File: src/rtl/fetch_if_id_pkg.sv
// Shared types and constants for the fetch stage and IF/ID register.
// Opcode field is instr[15:11]; HALT is the all-zero opcode.
package fetch_if_id_pkg;

    typedef logic [15:0] word_t;
    typedef logic [15:0] addr_t;

    localparam logic [4:0] OP_HALT = 5'b00000;
    localparam logic [4:0] OP_NOP  = 5'b00001;

    localparam word_t NOP_INSTR = {OP_NOP, 11'd0};

    typedef enum logic [1:0] {
        S_FETCH = 2'd0,
        S_WAIT  = 2'd1,
        S_HALT  = 2'd2
    } fetch_state_e;

    function automatic logic is_halt(word_t w);
        return w[15:11] == OP_HALT;
    endfunction

    function automatic addr_t pc_inc(addr_t a);
        return a + 16'd2;
    endfunction

endpackage

File: src/rtl/fetch_if_id_if.sv
// Instruction-memory request/response and IF/ID output bundle.
// master = fetch stage, slave = memory / decode environment.
interface fetch_if_id_if;
    import fetch_if_id_pkg::*;

    logic  imem_req;
    addr_t imem_addr;
    logic  imem_valid;
    word_t imem_rdata;

    logic  stall;
    logic  redirect;
    addr_t redirect_pc;

    word_t id_instr;
    addr_t id_pc_inc;
    logic  id_valid;
    logic  is_rst;

    modport master (
        output imem_req,
        output imem_addr,
        input  imem_valid,
        input  imem_rdata,
        input  stall,
        input  redirect,
        input  redirect_pc,
        output id_instr,
        output id_pc_inc,
        output id_valid,
        output is_rst
    );

    modport slave (
        input  imem_req,
        input  imem_addr,
        output imem_valid,
        output imem_rdata,
        output stall,
        output redirect,
        output redirect_pc,
        input  id_instr,
        input  id_pc_inc,
        input  id_valid,
        input  is_rst
    );

endinterface

File: src/rtl/fetch_skid_buf.sv
// One-entry skid buffer holding a response IF/ID could not accept.
// Priority: clear, then load, then drain.
module fetch_skid_buf
    import fetch_if_id_pkg::*;
(
    input  logic  clk,
    input  logic  rst_n,
    input  logic  load_i,
    input  logic  clear_i,
    input  logic  drain_i,
    input  word_t instr_i,
    input  addr_t pc_i,
    output logic  valid_o,
    output word_t instr_o,
    output addr_t pc_o
);

    logic  valid_q;
    word_t instr_q;
    addr_t pc_q;

    always_ff @(posedge clk or negedge rst_n) begin
        if (!rst_n) begin
            valid_q <= 1'b0;
            instr_q <= NOP_INSTR;
            pc_q    <= '0;
        end else if (clear_i) begin
            valid_q <= 1'b0;
        end else if (load_i) begin
            valid_q <= 1'b1;
            instr_q <= instr_i;
            pc_q    <= pc_i;
        end else if (drain_i) begin
            valid_q <= 1'b0;
        end
    end

    assign valid_o = valid_q;
    assign instr_o = instr_q;
    assign pc_o    = pc_q;

endmodule

File: src/rtl/fetch_if_id.sv
// Instruction fetch with one outstanding request, skid buffer,
// EX redirect / ID stall handling, HALT stop and IF/ID register.
module fetch_if_id
    import fetch_if_id_pkg::*;
#(
    parameter addr_t RESET_PC  = 16'h0000,
    parameter word_t NOP_INSTR = fetch_if_id_pkg::NOP_INSTR
) (
    input  logic          clk,
    input  logic          rst_n,
    fetch_if_id_if.master bus
);

    fetch_state_e state_q, state_d;
    addr_t fetch_pc_q, fetch_pc_d;
    addr_t resp_pc_q, resp_pc_d;
    logic  squash_q, squash_d;

    word_t id_instr_q, id_instr_d;
    addr_t id_pc_inc_q, id_pc_inc_d;
    logic  id_valid_q, id_valid_d;
    logic  is_rst_q, is_rst_d;

    logic  buf_valid;
    word_t buf_instr;
    addr_t buf_pc;

    logic accept;
    logic resp;
    logic live;
    logic rsp_halt;
    logic issue;
    logic buf_load;
    logic buf_drain;

    always_comb begin
        accept    = !bus.stall || !id_valid_q;
        resp      = (state_q == S_WAIT) && bus.imem_valid;
        live      = resp && !squash_q && !bus.redirect;
        rsp_halt  = is_halt(bus.imem_rdata);
        issue     = !bus.redirect && !buf_valid &&
                    ((state_q == S_FETCH) ||
                     (live && accept && !rsp_halt));
        buf_load  = live && !accept;
        buf_drain = accept && buf_valid;
    end

    fetch_skid_buf u_skid (
        .clk     (clk),
        .rst_n   (rst_n),
        .load_i  (buf_load),
        .clear_i (bus.redirect),
        .drain_i (buf_drain),
        .instr_i (bus.imem_rdata),
        .pc_i    (resp_pc_q),
        .valid_o (buf_valid),
        .instr_o (buf_instr),
        .pc_o    (buf_pc)
    );

    always_comb begin
        state_d     = state_q;
        fetch_pc_d  = fetch_pc_q;
        resp_pc_d   = resp_pc_q;
        squash_d    = squash_q;
        id_instr_d  = id_instr_q;
        id_pc_inc_d = id_pc_inc_q;
        id_valid_d  = id_valid_q;
        is_rst_d    = is_rst_q;

        if (bus.redirect) begin
            fetch_pc_d = bus.redirect_pc;
            id_instr_d = NOP_INSTR;
            id_valid_d = 1'b0;
            // An in-flight request must still drain; mark it dead.
            if (state_q == S_WAIT && !bus.imem_valid) begin
                squash_d = 1'b1;
                state_d  = S_WAIT;
            end else begin
                squash_d = 1'b0;
                state_d  = S_FETCH;
            end
        end else begin
            if (resp) begin
                squash_d = 1'b0;
                state_d  = (!squash_q && rsp_halt) ? S_HALT : S_FETCH;
            end

            if (issue) begin
                resp_pc_d  = fetch_pc_q;
                fetch_pc_d = pc_inc(fetch_pc_q);
                state_d    = S_WAIT;
            end

            if (accept) begin
                if (buf_valid) begin
                    id_instr_d  = buf_instr;
                    id_pc_inc_d = pc_inc(buf_pc);
                    id_valid_d  = 1'b1;
                    is_rst_d    = 1'b0;
                end else if (live) begin
                    id_instr_d  = bus.imem_rdata;
                    id_pc_inc_d = pc_inc(resp_pc_q);
                    id_valid_d  = 1'b1;
                    is_rst_d    = 1'b0;
                end else begin
                    // ID consumed its slot and nothing is ready: bubble.
                    id_instr_d = NOP_INSTR;
                    id_valid_d = 1'b0;
                end
            end
        end
    end

    always_ff @(posedge clk or negedge rst_n) begin
        if (!rst_n) begin
            state_q     <= S_FETCH;
            fetch_pc_q  <= RESET_PC;
            resp_pc_q   <= RESET_PC;
            squash_q    <= 1'b0;
            id_instr_q  <= NOP_INSTR;
            id_pc_inc_q <= '0;
            id_valid_q  <= 1'b0;
            is_rst_q    <= 1'b1;
        end else begin
            state_q     <= state_d;
            fetch_pc_q  <= fetch_pc_d;
            resp_pc_q   <= resp_pc_d;
            squash_q    <= squash_d;
            id_instr_q  <= id_instr_d;
            id_pc_inc_q <= id_pc_inc_d;
            id_valid_q  <= id_valid_d;
            is_rst_q    <= is_rst_d;
        end
    end

    assign bus.imem_req  = rst_n && issue;
    assign bus.imem_addr = fetch_pc_q;
    assign bus.id_instr  = id_instr_q;
    assign bus.id_pc_inc = id_pc_inc_q;
    assign bus.id_valid  = id_valid_q;
    assign bus.is_rst    = is_rst_q;

endmodule

File: src/flat_wrapper.sv
// flat-port wrapper written by rule: the top's interface ports become plain ports
module fetch_if_id_flat import fetch_if_id_pkg::*;
#(
    parameter addr_t RESET_PC  = 16'h0000,
    parameter word_t NOP_INSTR = fetch_if_id_pkg::NOP_INSTR
)
  (clk, rst_n, bus_imem_req, bus_imem_addr, bus_imem_valid, bus_imem_rdata, bus_stall, bus_redirect, bus_redirect_pc, bus_id_instr, bus_id_pc_inc, bus_id_valid, bus_is_rst);
  fetch_if_id_if bus_i ();
  input  logic clk;
  input  logic rst_n;
  output wire logic [$bits(bus_i.imem_req)-1:0] bus_imem_req;
  output wire logic [$bits(bus_i.imem_addr)-1:0] bus_imem_addr;
  input wire logic [$bits(bus_i.imem_valid)-1:0] bus_imem_valid;
  input wire logic [$bits(bus_i.imem_rdata)-1:0] bus_imem_rdata;
  input wire logic [$bits(bus_i.stall)-1:0] bus_stall;
  input wire logic [$bits(bus_i.redirect)-1:0] bus_redirect;
  input wire logic [$bits(bus_i.redirect_pc)-1:0] bus_redirect_pc;
  output wire logic [$bits(bus_i.id_instr)-1:0] bus_id_instr;
  output wire logic [$bits(bus_i.id_pc_inc)-1:0] bus_id_pc_inc;
  output wire logic [$bits(bus_i.id_valid)-1:0] bus_id_valid;
  output wire logic [$bits(bus_i.is_rst)-1:0] bus_is_rst;
  assign bus_imem_req = bus_i.imem_req;
  assign bus_imem_addr = bus_i.imem_addr;
  assign bus_i.imem_valid = bus_imem_valid;
  assign bus_i.imem_rdata = bus_imem_rdata;
  assign bus_i.stall = bus_stall;
  assign bus_i.redirect = bus_redirect;
  assign bus_i.redirect_pc = bus_redirect_pc;
  assign bus_id_instr = bus_i.id_instr;
  assign bus_id_pc_inc = bus_i.id_pc_inc;
  assign bus_id_valid = bus_i.id_valid;
  assign bus_is_rst = bus_i.is_rst;
  fetch_if_id #(.RESET_PC(RESET_PC), .NOP_INSTR(NOP_INSTR)) u_core (.clk(clk), .rst_n(rst_n), .bus(bus_i));
endmodule
File: config.mk
export PLATFORM = sky130hd
export DESIGN_NAME = fetch_if_id_flat
export DESIGN_NICKNAME = d
export VERILOG_FILES = /design/src/rtl/fetch_if_id_pkg.sv /design/src/rtl/fetch_if_id_if.sv /design/src/rtl/fetch_skid_buf.sv /design/src/rtl/fetch_if_id.sv /design/src/flat_wrapper.sv
export SDC_FILE = /design/constraint.sdc
export NUM_CORES = 1
export LEC_CHECK = 0
export CORE_ASPECT_RATIO = 1.75
export CORE_UTILIZATION = 45
export DETAILED_ROUTE_END_ITERATION = 16
export PLACE_DENSITY = 0.81
export SETUP_SLACK_MARGIN = 0.15
export SYNTH_ARGS = -nofsm -noshare
export SYNTH_HDL_FRONTEND = slang
export SYNTH_SLANG_ARGS = --single-unit
File: constraint.sdc
create_clock -name clk -period 5.5 [get_ports clk]
set_clock_uncertainty 0.15 [all_clocks]
set_input_delay 1.1 -clock clk [delete_from_list [all_inputs] [get_ports clk]]
set_output_delay 1.1 -clock clk [all_outputs]
set_load 0.01 [all_outputs]
==> metrics.md, run 1 <==
| Metric | Value |
|---|---|
| Routed WL per cell | 16.9 um |
| Worst setup SP type | input pin |
| Port Buffers | 87 |
| Fin util | 0.583 |
| Layout cells sized above 1 | 0.175 |
| Clk_lat worst skew | 0.34 ns |
| Total wire length | about 11 mm |
| Diodes inserted | 0 |
| Area after DPL | 0.00587 mm2 |
| Clk buf depth | 2 |
| Hold_buf cts | 0 |
| Max-slew violation count | 0 |
| Chip width | 81.2 um |
| Htree depth | 3 |
| Drt drc | 0 |
| Top FF cell, synth | dfrtp_1 |
| Critical path type | input pin to output port |
| Post-Synthesis Cells | approximately 440 |
| CTS Buf Count | 9 |
| Worst IR Drop VDD | 190 uV |
| Post-route design area | 0.00623 mm2 |
| Via count | between 3000 and 4000 |
| GRT Overall Usage | 0.206 |
| Avg Cell Area, Syn | 11.3 um2 |
| Hpwl dp | 7.52 mm |
| First-pass GRT wire length | 17.9 mm |
| Final count of negative-setup-slack endpoints | 0 |
| Lkg Pwr | 2.64 nW |
| Post-synth EDFFs | 0 |
| Initial antenna violation count | 0 |
| Fraction of registers with async set/reset | 1.00 |
| RSZ-0062 raised after global routing | no |
| Iteration-0 DRC Markers | 256 |
| CTS sink cnt | 102 |
| Pwr dens | ~380 mW/mm2 |
| PnR worst setup slack | between 1 and 1.5 ns |
| Final Net Count | 553 |
| Die Span Y | 141 um |
| RD Place Congestion | 0.826 |
| Synth-to-Final Area Change | 26.3% |
| Worst Max-Slew Pin Slew | around 1.2 ns |
| Max-slew headroom | 0.224 |
| Critical Path RT | ~4.3 ns |
| Crit end category | output port |
| Sequential area share after synthesis | 0.518 |
| Max Cap Violations | 0 |
| Commonest non-fill, non-tap cell in the layout | dfrtp_1 |
| Final Hold Vio Count | 0 |
| Core area | 0.0107 mm2 |
| Root Driver | clkbuf_16 |
| Sequential Area | 0.00256 mm2 |
| Die Footprint | 0.0114 mm2 |
| Gr ovfl total | 0 |
| Yosys reg bits | 102 |
| F_max | 0.228 GHz |
| Pin count of the biggest net entering global routing | 83 |
| Critical path arrival | 3.14 ns |
| Hold_ws | 0.325 ns |
| Initial core utilization | 0.461 |
| Netlist cell types | 51 |
| Num rows | 50 |
| Crit path time final | about 4.4 ns |
| Synth warn | 0 |
| Final Non-Filler Cells | 649 |
| Mean number of vias per cell | 5.58 |
| Synthesized netlist net count | 477 |
| Postcts setup bufs | 0 |
| Cell count after placement | 633 |
| Total power | 2.38 mW |
| Vias in the first global route | 3668 |
| Final Cycle Share | 0.799 |
| Fin Setup TNS | 0 ns |
| Crit path max fanout | 5 |
| Iteration count of the initial detailed-routing pass | 4 |
| Post-CTS sizing | 0 |
| Clock transition at path regs | 0.06 ns |
| FF-to-FF setup slack | between 2 and 3 ns |
| Ports | 88 |
| Post-Syn Area | just under 0.005 mm2 |
| Commonest cells after routing, fill and taps aside | dfrtp_1, clkdlybuf4s50_1, mux2_2 |
| Post-route ant nets | 0 |
| Hold Crit Class | register to register |
| Multi-input gate area | 0.00218 mm2 |
| CTS tree | built |
| Filler Cell Count | 844 |
| Outcome | completed |
| Pre-CTS setup slack | 1.08 ns |
## cell type report
type                       count  area share
clock buffer                  10      0.0367
clock inverter                 6      0.0215
inverter                      11     0.00663
multi-input combinational    295       0.351
sequential                   102       0.410
tap                          130      0.0261
timing repair buffer          95       0.148
## critical path, stage by stage
cell and delay, ns:
clkdlybuf4s50_1 0.51, and4bb_4 0.31, o211ai_4 0.10, a211o_1 0.32
nor2_1 0.22, clkdlybuf4s50_1 0.59
## state kept, by name, summed over array words and instances, names as in the netlist
| name | count |
|---|---|
| u_core.state_q | 2 |
| u_core.bus.imem_addr | 16 |
| u_core.bus.is_rst | 1 |
| u_core.bus.id_instr | 16 |
| u_core.bus.id_valid | 1 |
| u_core.u_skid.valid_o | 1 |
| u_core.u_skid.pc_o | 16 |
| u_core.squash_q | 1 |
| u_core.u_skid.instr_o | 16 |
| u_core.resp_pc_q | 16 |
| u_core.bus.id_pc_inc | 16 |
## where the power goes
| part | leakage [nW] | internal (mW) | switching [mW] |
|---|---|---|---|
| logic | 1.14 | 0.322 | 0.263 |
| clock network | 0.177 | 0.491 | 0.270 |
| registers | 1.31 | 0.910 | 0.126 |
## Yosys cell counts, types with 2 or more instances
library cell,number,share of area
nand4_1,4,0.0051
a21oi_1,4,0.0041
clkbuf_1,14,0.011
nand4b_1,4,0.0071
nor2_1,24,0.018
nand2_1,46,0.035
buf_1,2,0.0015
dfrtp_1,99,0.50
a221oi_1,17,0.030
a211o_1,3,0.0053
nand3_1,13,0.013
nand3b_1,3,0.0046
dfstp_2,3,0.016
mux2i_1,13,0.026
or3_1,3,0.0038
o21ai_1,3,0.0030
a22oi_1,3,0.0046
nor2b_1,3,0.0038
buf_2,10,0.010
nor3_1,16,0.016
and2_1,4,0.0051
mux2_2,50,0.11
ha_1,2,0.0051
buf_6,3,0.0068
o31ai_1,2,0.0030
inv_1,11,0.0084
xnor2_1,17,0.030
o21ai_0,27,0.027
xor2_1,6,0.011
a2111oi_4,3,0.017
a211oi_1,6,0.0091
## kinds of logic (layout without fill, tap and decap cells)
logic type,count (synthesis),count (layout),share of synthesized area
AO/OA/AOI/OAI,78,78,0.127
XOR/XNOR,23,23,0.0408
adder cells (fa/ha/maj),2,2,0.00507
buffers and inverters,41,122,0.0391
flip-flops,102,102,0.518
multiplexers,63,63,0.141
AND/OR/NAND/NOR,129,129,0.129
## final timing paths
path,startpoint,to,cells past startpoint
max in group asynchronous,rst_n,u_core.u_skid.valid_o,2
min in group asynchronous,rst_n,u_core.bus.id_instr[1],1
min,u_core.bus.id_pc_inc[9],u_core.bus.id_pc_inc[9],2
max reg2reg,u_core.u_skid.valid_o,u_core.bus.id_pc_inc[11],6
min reg2reg,u_core.bus.id_pc_inc[9],u_core.bus.id_pc_inc[9],2
max,bus_imem_valid,bus_imem_req,6
## metal layers
layer  vias up  track usage  share of wire
met5         -            0              0
met4         0        0.118          0.042
met3        31       0.0274          0.031
met2        91        0.344           0.53
met1      1774        0.250           0.40
li1       1726            -              -
No activity file was read; power rests on OpenSTA's default activity.
==> inputs of run 2 (changes only) <==
- PLACE_DENSITY: 0.81 -> 0.84
- clock period: 5.5 -> 3.7 ns (I/O delays scaled with it)
==> run 2 against run 1 <==
  * Worst hold slack lost 0.21 ns
  * Critical path depth is 1 higher
  * Power increased by 42%
  * Combinational power is 51% higher
  * Worst setup slack worse by 0.92 ns
  * Highest routed layer unchanged
  * Register-to-register slack worse by 1.7 ns
  * Utilization is 0.14 points lower
  * First-iteration DRC count is 2.3% lower
  * Largest cell class unchanged
  * Flip-flop and latch count did not move
  * Via count up 2.5%
  * Count of clock-buffer cells in the layout unchanged
==> metrics.md, run 2 (synthesized netlist as in run 1, its figures left out) <==
| Metric | Value |
|---|---|
| Layout cells sized above 1 | 0.187 |
| Max-slew violation count | 0 |
| Met2 Use GR | 0.368 |
| Iteration count of the initial detailed-routing pass | 4 |
| Worst Max-Slew Pin Slew | approximately 1.0 ns |
| CP delay by family, top | buffers and inverters |
| Cell count after placement | 640 |
| Initial antenna violation count | 0 |
| RD Place Congestion | ~0.83 |
| Iteration-0 DRC Markers | 250 |
| Critical path, cell by cell | clkdlybuf4s50_1 -> or4_4 -> o211ai_4 -> a211o_1 -> nor2_1 -> buf_4 -> dlygate4sd2_1 |
| Max Cap Violations | 0 |
| Fin Setup TNS | 0 ns |
| Worst IR Drop VDD | around 350 uV |
| Met1 Track Usage GR | 0.258 |
| Ports | 88 |
| Port Buffers | 87 |
| Crit path max fanout | 3 |
| Critical path type | input pin to output port |
| Final Net Count | 560 |
| Hold_buf cts | 0 |
| Clk buf depth | 2 |
| Slowest CP cell | or4_4 |
| Outcome | completed |
| RSZ-0062 raised after global routing | no |
| Largest stage delay, worst path | slightly below 0.6 ns |
| Multi-input gate area | 0.00218 mm2 |
| Clock transition at path regs | 0.07 ns |
| Crit path time final | roughly 3.5 ns |
| Post-route ant nets | 0 |
| Critical path arrival | ~2.6 ns |
| Filler Cell Count | between 800 and 900 |
| Vias in the first global route | 3851 |
| WP buf/inv | 3 |
| Clk_lat worst skew | approximately 0.35 ns |
| Root Driver | clkbuf_16 |
| Final Cycle Share | 0.948 |
| Mean number of vias per cell | 5.67 |
| CTS tree | built |
| Chip width | between 80 and 90 um |
| Synth-to-Final Area Change | 26.0% |
| Num rows | 50 |
| Final count of negative-setup-slack endpoints | 0 |
| GRT Overall Usage | 0.220 |
| Met3 Usage GRT | 0.0423 |
| Initial core utilization | 0.461 |
| Routed WL per cell | 17.5 um |
| Lkg Pwr | 2.65 nW |
| Htree depth | 3 |
| Crit end category | output port |
| Critical Path RT | 2.81 ns |
| Worst setup SP type | input pin |
| Pwr dens | approximately 540 mW/mm2 |
| Final Non-Filler Cells | roughly 660 |
| Sequential Area | 0.00256 mm2 |
| Via count | 3711 |
| CTS Buf Count | 9 |
| Gr ovfl total | 0 |
| Max-slew headroom | 0.303 |
| Hold Crit Class | input pin to asynchronous set/reset pin |
| CTS sink cnt | 102 |
| Die Span Y | 141 um |
| Drt drc | 0 |
| Commonest cells after routing, fill and taps aside | dfrtp_1, clkdlybuf4s50_1, mux2_2 |
| First-pass GRT wire length | 19.0 mm |
| Top Usage Layer GRT | met2 |
| Pin count of the biggest net entering global routing | 84 |
| Diodes inserted | 0 |
| Hpwl dp | around 7.9 mm |
| Die Footprint | 0.0114 mm2 |
| F_max | roughly 0.28 GHz |
| Final Hold Vio Count | 0 |
| Core area | around 0.011 mm2 |
| Commonest non-fill, non-tap cell in the layout | dfrtp_1 |
| Total wire length | 11.5 mm |
-- run 2: cell types whose count changed in the layout (fill, tap and decap cells not counted) --
cell             delta
inv_6               +1
bufinv_16           -3
clkbuf_8            +1
dlygate4sd2_1       +1
clkdlybuf4s50_1     -1
buf_4               +7
clkbuf_1            -1
clkinv_2            +1
-- run 2: routing by layer --
metal	vias up	wire, um
met5	-	0
met4	0	473
met3	37	351
met2	90	6160
met1	1833	4480
li1	1751	-
-- run 2: what timing repair did --
item | 4_1_cts | 5_1_grt
buffers inserted | 0 | 0
gates resized for setup | 1 | 0
setup endpoints to repair | 1 | 0
-- run 2: path summary, 6_finish.rpt --
check	endpoint	slack, ns	cells past startpoint	start
max reg2reg	u_core.bus.id_pc_inc[11]	1.16	6	u_core.u_skid.valid_o
min reg2reg	u_core.bus.id_pc_inc[3]	0.33	2	u_core.bus.id_pc_inc[3]
min	u_core.bus.id_instr[1]	0.11	1	rst_n
max in group asynchronous	u_core.u_skid.valid_o	1.91	2	rst_n
max	bus_imem_req	0.19	7	bus_imem_rdata[13]
min in group clk	u_core.bus.id_pc_inc[3]	0.33	2	u_core.bus.id_pc_inc[3]
-- run 2: through the flow --
stage          setup WS [ns]  utilization  cell area [um2]  power (mW)  hold WS (ns)
6_report               0.191        0.581             6220        3.38         0.114
5_1_grt                0.161        0.581             6220        3.56         0.124
2_1_floorplan          0.840            -             4930        2.01         0.294
3_5_place_dp          0.0133        0.554             5920        2.45         0.322
4_1_cts                0.191        0.581             6220        3.41         0.111
3_3_place_gp          0.0399        0.554             5920        2.40         0.316
-- run 2: final cells by class --
| type | instances | area share |
|---|---|---|
| clock inverters | 5 | 0.00926 |
| flip-flops and latches | 102 | 0.411 |
| well taps | 130 | 0.0262 |
| inverters | 11 | 0.00664 |
| multi-input cells | 295 | 0.351 |
| clock buffers | 10 | 0.0384 |
| repair buffers | 102 | 0.157 |
-- run 2: report_power, final --
part           total (mW)  internal, mW  switching, mW
Sequential           1.55          1.35          0.200
Clock               0.948         0.540          0.408
Combinational       0.882         0.485          0.396
